### src/rtl/uart_tx.sv
// UART transmitter: start bit, NB_DATA data bits LSB first, optional parity, 1 or 2 stop bits.
// Define UART_TX_PARITY_EN to include the parity bit; without it F_TX_PARITY has no effect.
module uart_tx #(
    parameter int         NB_DATA        = 8,
    parameter int         CLK_FREQ       = 100000000,
    parameter int         BAUD_RATE      = 115200,
    parameter logic [1:0] F_TX_PARITY    = 2'b01,
    parameter logic       F_TX_STOP_BITS = 1'b0
) (
    input  logic               clk,
    input  logic               i_rst_n,
    input  logic               i_tx_start,
    input  logic [NB_DATA-1:0] i_tx_data,
    output logic               o_tx,
    output logic               o_tx_busy,
    output logic               o_tx_done
);

    localparam int DIVISOR = CLK_FREQ / BAUD_RATE;
    localparam int CNT_W   = (DIVISOR > 1) ? $clog2(DIVISOR) : 1;
    localparam int IDX_W   = $clog2(NB_DATA);

    localparam logic [CNT_W-1:0] CNT_LAST = CNT_W'(DIVISOR - 1);
    localparam logic [IDX_W-1:0] IDX_LAST = IDX_W'(NB_DATA - 1);

`ifdef UART_TX_PARITY_EN
    localparam logic PARITY_ODD = (F_TX_PARITY == 2'b10);

    typedef enum logic [2:0] {
        IDLE,
        START,
        DATA,
        PARITY,
        STOP
    } state_t;
`else
    typedef enum logic [2:0] {
        IDLE,
        START,
        DATA,
        STOP
    } state_t;
`endif

    state_t             state,     state_next;
    logic [CNT_W-1:0]   baud_cnt,  baud_cnt_next;
    logic [IDX_W-1:0]   bit_idx,   bit_idx_next;
    logic [NB_DATA-1:0] shift_reg, shift_reg_next;
    logic               stop_idx,  stop_idx_next;
    logic               tx_reg,    tx_next;
    logic               busy_reg,  busy_next;
    logic               done_reg,  done_next;
`ifdef UART_TX_PARITY_EN
    logic               parity_reg, parity_next;
`endif

    logic bit_end;

    assign bit_end   = (baud_cnt == CNT_LAST);
    assign o_tx      = tx_reg;
    assign o_tx_busy = busy_reg;
    assign o_tx_done = done_reg;

    always_ff @(posedge clk or negedge i_rst_n) begin
        if (!i_rst_n) begin
            state     <= IDLE;
            baud_cnt  <= '0;
            bit_idx   <= '0;
            shift_reg <= '0;
            stop_idx  <= 1'b0;
            tx_reg    <= 1'b1;
            busy_reg  <= 1'b0;
            done_reg  <= 1'b0;
`ifdef UART_TX_PARITY_EN
            parity_reg <= 1'b0;
`endif
        end else begin
            state     <= state_next;
            baud_cnt  <= baud_cnt_next;
            bit_idx   <= bit_idx_next;
            shift_reg <= shift_reg_next;
            stop_idx  <= stop_idx_next;
            tx_reg    <= tx_next;
            busy_reg  <= busy_next;
            done_reg  <= done_next;
`ifdef UART_TX_PARITY_EN
            parity_reg <= parity_next;
`endif
        end
    end

    // Outputs are computed one cycle ahead so every line transition comes straight from a flop.
    always_comb begin
        state_next     = state;
        baud_cnt_next  = bit_end ? '0 : baud_cnt + CNT_W'(1);
        bit_idx_next   = bit_idx;
        shift_reg_next = shift_reg;
        stop_idx_next  = stop_idx;
        tx_next        = tx_reg;
        busy_next      = busy_reg;
        done_next      = 1'b0;
`ifdef UART_TX_PARITY_EN
        parity_next    = parity_reg;
`endif

        case (state)
            IDLE: begin
                baud_cnt_next = '0;
                tx_next       = 1'b1;
                busy_next     = 1'b0;
                if (i_tx_start) begin
                    state_next     = START;
                    shift_reg_next = i_tx_data;
                    tx_next        = 1'b0;
                    busy_next      = 1'b1;
`ifdef UART_TX_PARITY_EN
                    parity_next    = (^i_tx_data) ^ PARITY_ODD;
`endif
                end
            end

            START: begin
                if (bit_end) begin
                    state_next     = DATA;
                    bit_idx_next   = '0;
                    tx_next        = shift_reg[0];
                    shift_reg_next = shift_reg >> 1;
                end
            end

            // Parity was latched at capture time because the shift register is consumed here.
            DATA: begin
                if (bit_end) begin
                    if (bit_idx == IDX_LAST) begin
`ifdef UART_TX_PARITY_EN
                        state_next    = PARITY;
                        tx_next       = parity_reg;
`else
                        state_next    = STOP;
                        tx_next       = 1'b1;
                        stop_idx_next = 1'b0;
`endif
                    end else begin
                        bit_idx_next   = bit_idx + IDX_W'(1);
                        tx_next        = shift_reg[0];
                        shift_reg_next = shift_reg >> 1;
                    end
                end
            end

`ifdef UART_TX_PARITY_EN
            PARITY: begin
                if (bit_end) begin
                    state_next    = STOP;
                    tx_next       = 1'b1;
                    stop_idx_next = 1'b0;
                end
            end
`endif

            STOP: begin
                tx_next = 1'b1;
                if (bit_end) begin
                    if (stop_idx == F_TX_STOP_BITS) begin
                        state_next = IDLE;
                        busy_next  = 1'b0;
                        done_next  = 1'b1;
                    end else begin
                        stop_idx_next = 1'b1;
                    end
                end
            end

            default: begin
                state_next    = IDLE;
                baud_cnt_next = '0;
                tx_next       = 1'b1;
                busy_next     = 1'b0;
            end
        endcase
    end

endmodule

### config.mk
export PLATFORM = sky130hd
export DESIGN_NAME = uart_tx
export DESIGN_NICKNAME = d
export VERILOG_FILES = /design/src/rtl/uart_tx.sv
export SDC_FILE = /design/constraint.sdc
export NUM_CORES = 1
export LEC_CHECK = 0
export CAP_MARGIN = 5
export CORE_MARGIN = 3
export CORE_UTILIZATION = 45
export DETAILED_ROUTE_END_ITERATION = 6
export PLACE_DENSITY_LB_ADDON = 0.15
export SETUP_SLACK_MARGIN = 0.02
export SLEW_MARGIN = 10
export SYNTH_ARGS = -nofsm -noshare
export SYNTH_HDL_FRONTEND = slang
export SYNTH_SLANG_ARGS = --single-unit
export TNS_END_PERCENT = 10
### constraint.sdc
create_clock -name clk -period 5.1 [get_ports clk]
set_input_delay 1.02 -clock clk [delete_from_list [all_inputs] [get_ports clk]]
set_output_delay 1.02 -clock clk [all_outputs]
set_load 0.02 [all_outputs]
# == Word level (Yosys, flattened, before mapping) ==
# Cells that the tools add are included.
# word_totals
output_inout_bits,3
regBits,28
input_bits,11
wordCells,70
# classes
n_reduce_logical,12
mux,35
n_bitwise,1
n_eq_ne,12
addsub,2
# ops
cell,n
$mux W8,4
$mux W3,9
$pmux W8 S3,1
$mux W10,2
$mux W1,14
$ne A2 B2 Y1 const B,7
$pmux W3 S4,1
$add A10 B1 Y10 const B,1
$eq A10 B10 Y1 const B,1
$reduce_and A4 Y1,2
$eq A3 B2 Y1 const B,2
$pmux W1 S3,2
$pmux W3 S2,1
$reduce_and A6 Y1,1
$reduce_and A5 Y1,1
$reduce_bool A2 Y1,2
$add A3 B1 Y3 const B,1
$eq A3 B1 Y1 const B,1
$eq A3 B3 Y1 const B,1
$logic_not A3 Y1,1
$reduce_and A3 Y1,1
$reduce_bool A3 Y1,1
$reduce_or A3 Y1,1
$pmux W1 S2,1
3 further kinds,3

# == Depth between registers and ports, before layout ==
# logic_depth
word_depth,4
depth_mapped,6
mapped_depth_nobuf,6

# == Worst setup path before layout ==
# No wires, ideal clock.
# synth_path
kind,input -> register
from,input port i_tx_start
to,register shift_reg[0]
t_required_ns,4.975
t_arrival_ns,1.808
setup_ns,0.125
path_slack_ns,3.167
stages,4
n_path_buf,0
path_cell_list,nor2b_1 > nor2_1 > a21boi_4 > mux2_2
# synth_between
elab_chain_cells,2
# synth_rtl
element,line_no,rtl
from (decl),12,"input logic i_tx_start,"
$ne A2 B2 Y1 (no line),--,
$reduce_and A5 Y1 (no line),--,
to (signal assigned),81,shift_reg <= shift_reg_next;
to (decl),48,"logic [NB_DATA-1:0] shift_reg, shift_reg_next;"
# Every way passes these cells.
# A chain may end at the register's enable or synchronous reset.

# == Final worst setup path ==
# layout_path
from,"register tx_reg, in the netlist o_tx"
to,output port o_tx
# layout_rtl
element,line_no,rtl
from (decl),50,"logic tx_reg, tx_next;"
from (signal assigned),83,tx_reg <= tx_next;
to (decl),14,"output logic o_tx,"
# No word-level cell between the ends.

==> summary.txt <==
Outcome
  – Result of the run: finished clean

Clock tree
  – Clock transition at the registers of the reported paths: 0.14 ns
  – Max clock buf depth: 2
  – Clock tree root driver cell: sky130_fd_sc_hd__clkbuf_4
  – Number of levels in the clock H-tree: 1
  – Clock buffers created by TritonCTS: 3
  – Post-CTS Repair Setup Buffers: 0
  – Clock tree from TritonCTS: done
  – Insertion delay of the later-clocked pin in the worst-skew pair: 0.33 ns
  – Number of instances resized during post-cts repair: 0
  – Hold_buf cts: 0
  – Sinks on Clock Net: 26

Yosys
  – Net Count, Synth: 137
  – Count of mapped cells out of synthesis: 118
  – Cell taking the most area after synthesis: sky130_fd_sc_hd__dfrtp_1
  – Post-synthesis cell type count: 36
  – Portion of the post-synthesis area used by sequential elements: 46.6%
  – Count of flip-flops with a built-in enable after synthesis: 0
  – Fraction of synthesized cell area taken by the top area cell type: 44.7%
  – Total number of yosys warnings: 0
  – Mean area per synthesized cell: 11.9 sq um
  – FFs w/ async S/R, synth: 100%
  – Mapped Area: 0.00140 sq mm
  – Top area cells in the synthesized netlist: sky130_fd_sc_hd__dfrtp_1 45%, sky130_fd_sc_hd__mux2_2 12%, sky130_fd_sc_hd__ha_1 7.1%
  – Flops & latches, synth: 26
  – Leading register cell type out of synthesis: sky130_fd_sc_hd__dfrtp_1

STA
  – Setup Skew: 0.00665 ns
  – RSZ-0062 raised after global routing: false
  – Post-route minimum period: 2.50 ns
  – Max-Slew Margin vs Limit: 72.2%
  – Crit share post-route: 49.1%
  – Hold Worst Slack: 0.500 ns
  – Achievable Freq: 400 MHz
  – Post-route setup TNS: 0 ns
  – Actual slew at the worst max-slew pin: 0.417 ns
  – Final hold violation count: 0
  – Endpoints failing setup: 0
  – Number of max-slew violations in the final report: 0

GRT
  – Vias in the first global route: 900
  – Total routing usage reported by global routing: 14.8%
  – Wire length of the first global-routing pass: 4040 um
  – Pin count of the biggest net entering global routing: 27
  – Congestion Overflow GR: 0
  – Number of antenna violations at the first check in global routing: 0

Min path
  – Worst min path class: reg -> reg
  – Hold Path Cell Cnt: 1
  – Hold worst-path end: shift_reg[5]
  – Launch point of the worst hold path: shift_reg[5]

Worst setup path
  – Worst EP arrival: 1.48 ns
  – Data required, critical path: 4.08 ns
  – Terminus of the critical flop-to-flop path: shift_reg[0]
  – Kind of capture point of the worst setup path: output port
  – Cell breakdown of the critical path: clkdlybuf4s50_1
  – Dominant delay contributor by cell family on the critical path: buffers and inverters
  – FF-to-FF path depth: 6
  – Startpoint of the most critical register-to-register path: state[0]
  – CP bufs+invs: 1
  – Crit path max fanout: 3
  – CP Class: reg -> out
  – Flop-to-flop setup slack: 3.02 ns
  – Biggest cell delay along the critical path: 0.60 ns
  – Library cell contributing the largest single delay on the critical path: sky130_fd_sc_hd__clkdlybuf4s50_1
  – Startpoint type of the worst setup path: flop

Place
  – Placement Cell Area: 0.00156 sq mm
  – Detailed-placement wirelength estimate: 1760 um
  – Global placer's final weighted congestion: 0.789
  – Total of buffers placed on input and output ports: 13

Power
  – Maximum ir drop on the vdd rail: 0.000124 V
  – Internal power: 0.300 mW
  – Total power: 0.370 mW
  – Leak pwr: 0.743 nW
  – Sw Share: 18.8%
  – Pwr dens: 230 mW/mm^2
  – Clock group share of total power: 38.2%
  – Portion of total power attributed to sequential cells: 57.0%
  – NetSw: 0.0695 mW
  – Fraction of power consumed by combinational cells: 4.8%

Floorplan
  – Die Y: 61.8 um
  – Standard-cell row count: 19
  – Die area: 0.00382 sq mm
  – Starting density of the core: 49.1%
  – Width of the die: 61.8 um
  – Count of pins on the block boundary: 14
  – CORE AREA: 0.00285 sq mm

Drt
  – Residual antenna-violating net count after detailed routing: 0
  – Post-detailed-route wirelength per cell: 14.4 um
  – Drt initial violations: 26
  – Average vias per placed instance: 5.51
  – DRT Pass-1 Iters: 4
  – Routed WL: 2370 um
  – Via count of the routed design: 903
  – Drc violations: 0

Final layout
  – Final Util: 56.4%
  – Antenna cell count: 0
  – Layout Nets: 153
  – Area occupied by multi-input gates: 714 sq um
  – Number of fill cells: 257
  – Area used by sequential logic in the layout: 652 sq um
  – Synth-to-Final Area Change: 15.0%
  – Leading cell types in the layout, fill and taps excluded: 25 x sky130_fd_sc_hd__dfrtp_1, 15 x sky130_fd_sc_hd__mux2_2, 13 x sky130_fd_sc_hd__clkdlybuf4s50_1
  – Post-layout instance area: 0.00161 sq mm
  – Share of post-route cells with drive strength above 1: 19.5%
  – Most common cell after layout, fill and taps aside: sky130_fd_sc_hd__dfrtp_1
  – Largest register FFs: 10

Run
  – Number of max-cap violations: 0
## Yosys cell counts (2+ instances only)
cell                       count
sky130_fd_sc_hd__mux2_2       15
sky130_fd_sc_hd__nand2_1       3
sky130_fd_sc_hd__nand3_1       4
sky130_fd_sc_hd__mux2i_1       2
sky130_fd_sc_hd__xor2_1        6
sky130_fd_sc_hd__ha_1          8
sky130_fd_sc_hd__xnor2_1       2
sky130_fd_sc_hd__inv_1         4
sky130_fd_sc_hd__clkbuf_1      2
sky130_fd_sc_hd__nor2b_1       3
sky130_fd_sc_hd__nor2_1       12
sky130_fd_sc_hd__and2_1        2
sky130_fd_sc_hd__and3_1        5
sky130_fd_sc_hd__a22o_1        2
sky130_fd_sc_hd__mux2_1        3
sky130_fd_sc_hd__dfrtp_1      25
## cell families (layout without fill, tap and decap cells)
family / Yosys count / after routing / share of synthesized area (%)
AOI/OAI and AO/OA: 11 / 11 / 6.97
xor gates and xnor gates: 8 / 8 / 5.00
DFF: 26 / 26 / 46.6
buffers and inverters: 7 / 22 / 2.41
adders and majority gates: 8 / 8 / 7.15
and+or+nand+nor: 38 / 38 / 16.0
muxes: 20 / 20 / 15.9
## layout make-up
cell class                      count  area share (%)
Clock inverter                      1            1.86
Timing Repair Buffer               14            8.55
Multi-Input combinational cell     85            44.4
Sequential cell                    26            40.5
Clock buffer                        3            1.40
Inverter                            4           0.932
Tap cell                           31            2.41
## metal layers
layer | track usage [%] | vias to the layer above | routed length [um]
met3 | 3.51 | 4 | 92
met4 | 8.48 | 0 | 63
li1 | - | 449 | -
met2 | 23.6 | 15 | 1120
met5 | 0 | - | 0
met1 | 18.3 | 435 | 1080
## power groups by stage
stage                     combinational (mW)  sequential, mW  clock [mW]
after detailed placement              0.0182           0.215           0
after global routing                  0.0198           0.212       0.157
final                                 0.0177           0.211       0.141
after global placement                0.0175           0.215           0
after floorplan                      0.00527           0.214           0
after CTS                             0.0183           0.211       0.146
## through the flow
| stage | setup WS [ns] | cells |
|---|---|---|
| floorplan | 3.17 | 118 |
| global placement | 2.58 | 160 |
| detailed placement | 2.54 | 160 |
| CTS | 2.58 | 164 |
| global route | 2.53 | 164 |
| finish | 2.60 | 164 |
## worst max path at each step
stage | endpoint | startpoint | cells after the start | slack, ns
6_report | o_tx | o_tx | 1 | 2.60
2_1_floorplan | shift_reg[0] | i_tx_start | 4 | 3.17
5_1_grt | o_tx | o_tx | 1 | 2.53
3_5_place_dp | shift_reg[7] | i_tx_start | 5 | 2.54
3_3_place_gp | shift_reg[4] | i_tx_start | 5 | 2.58
4_1_cts | o_tx | o_tx | 1 | 2.58
Power figures use the tool's default switching activity.
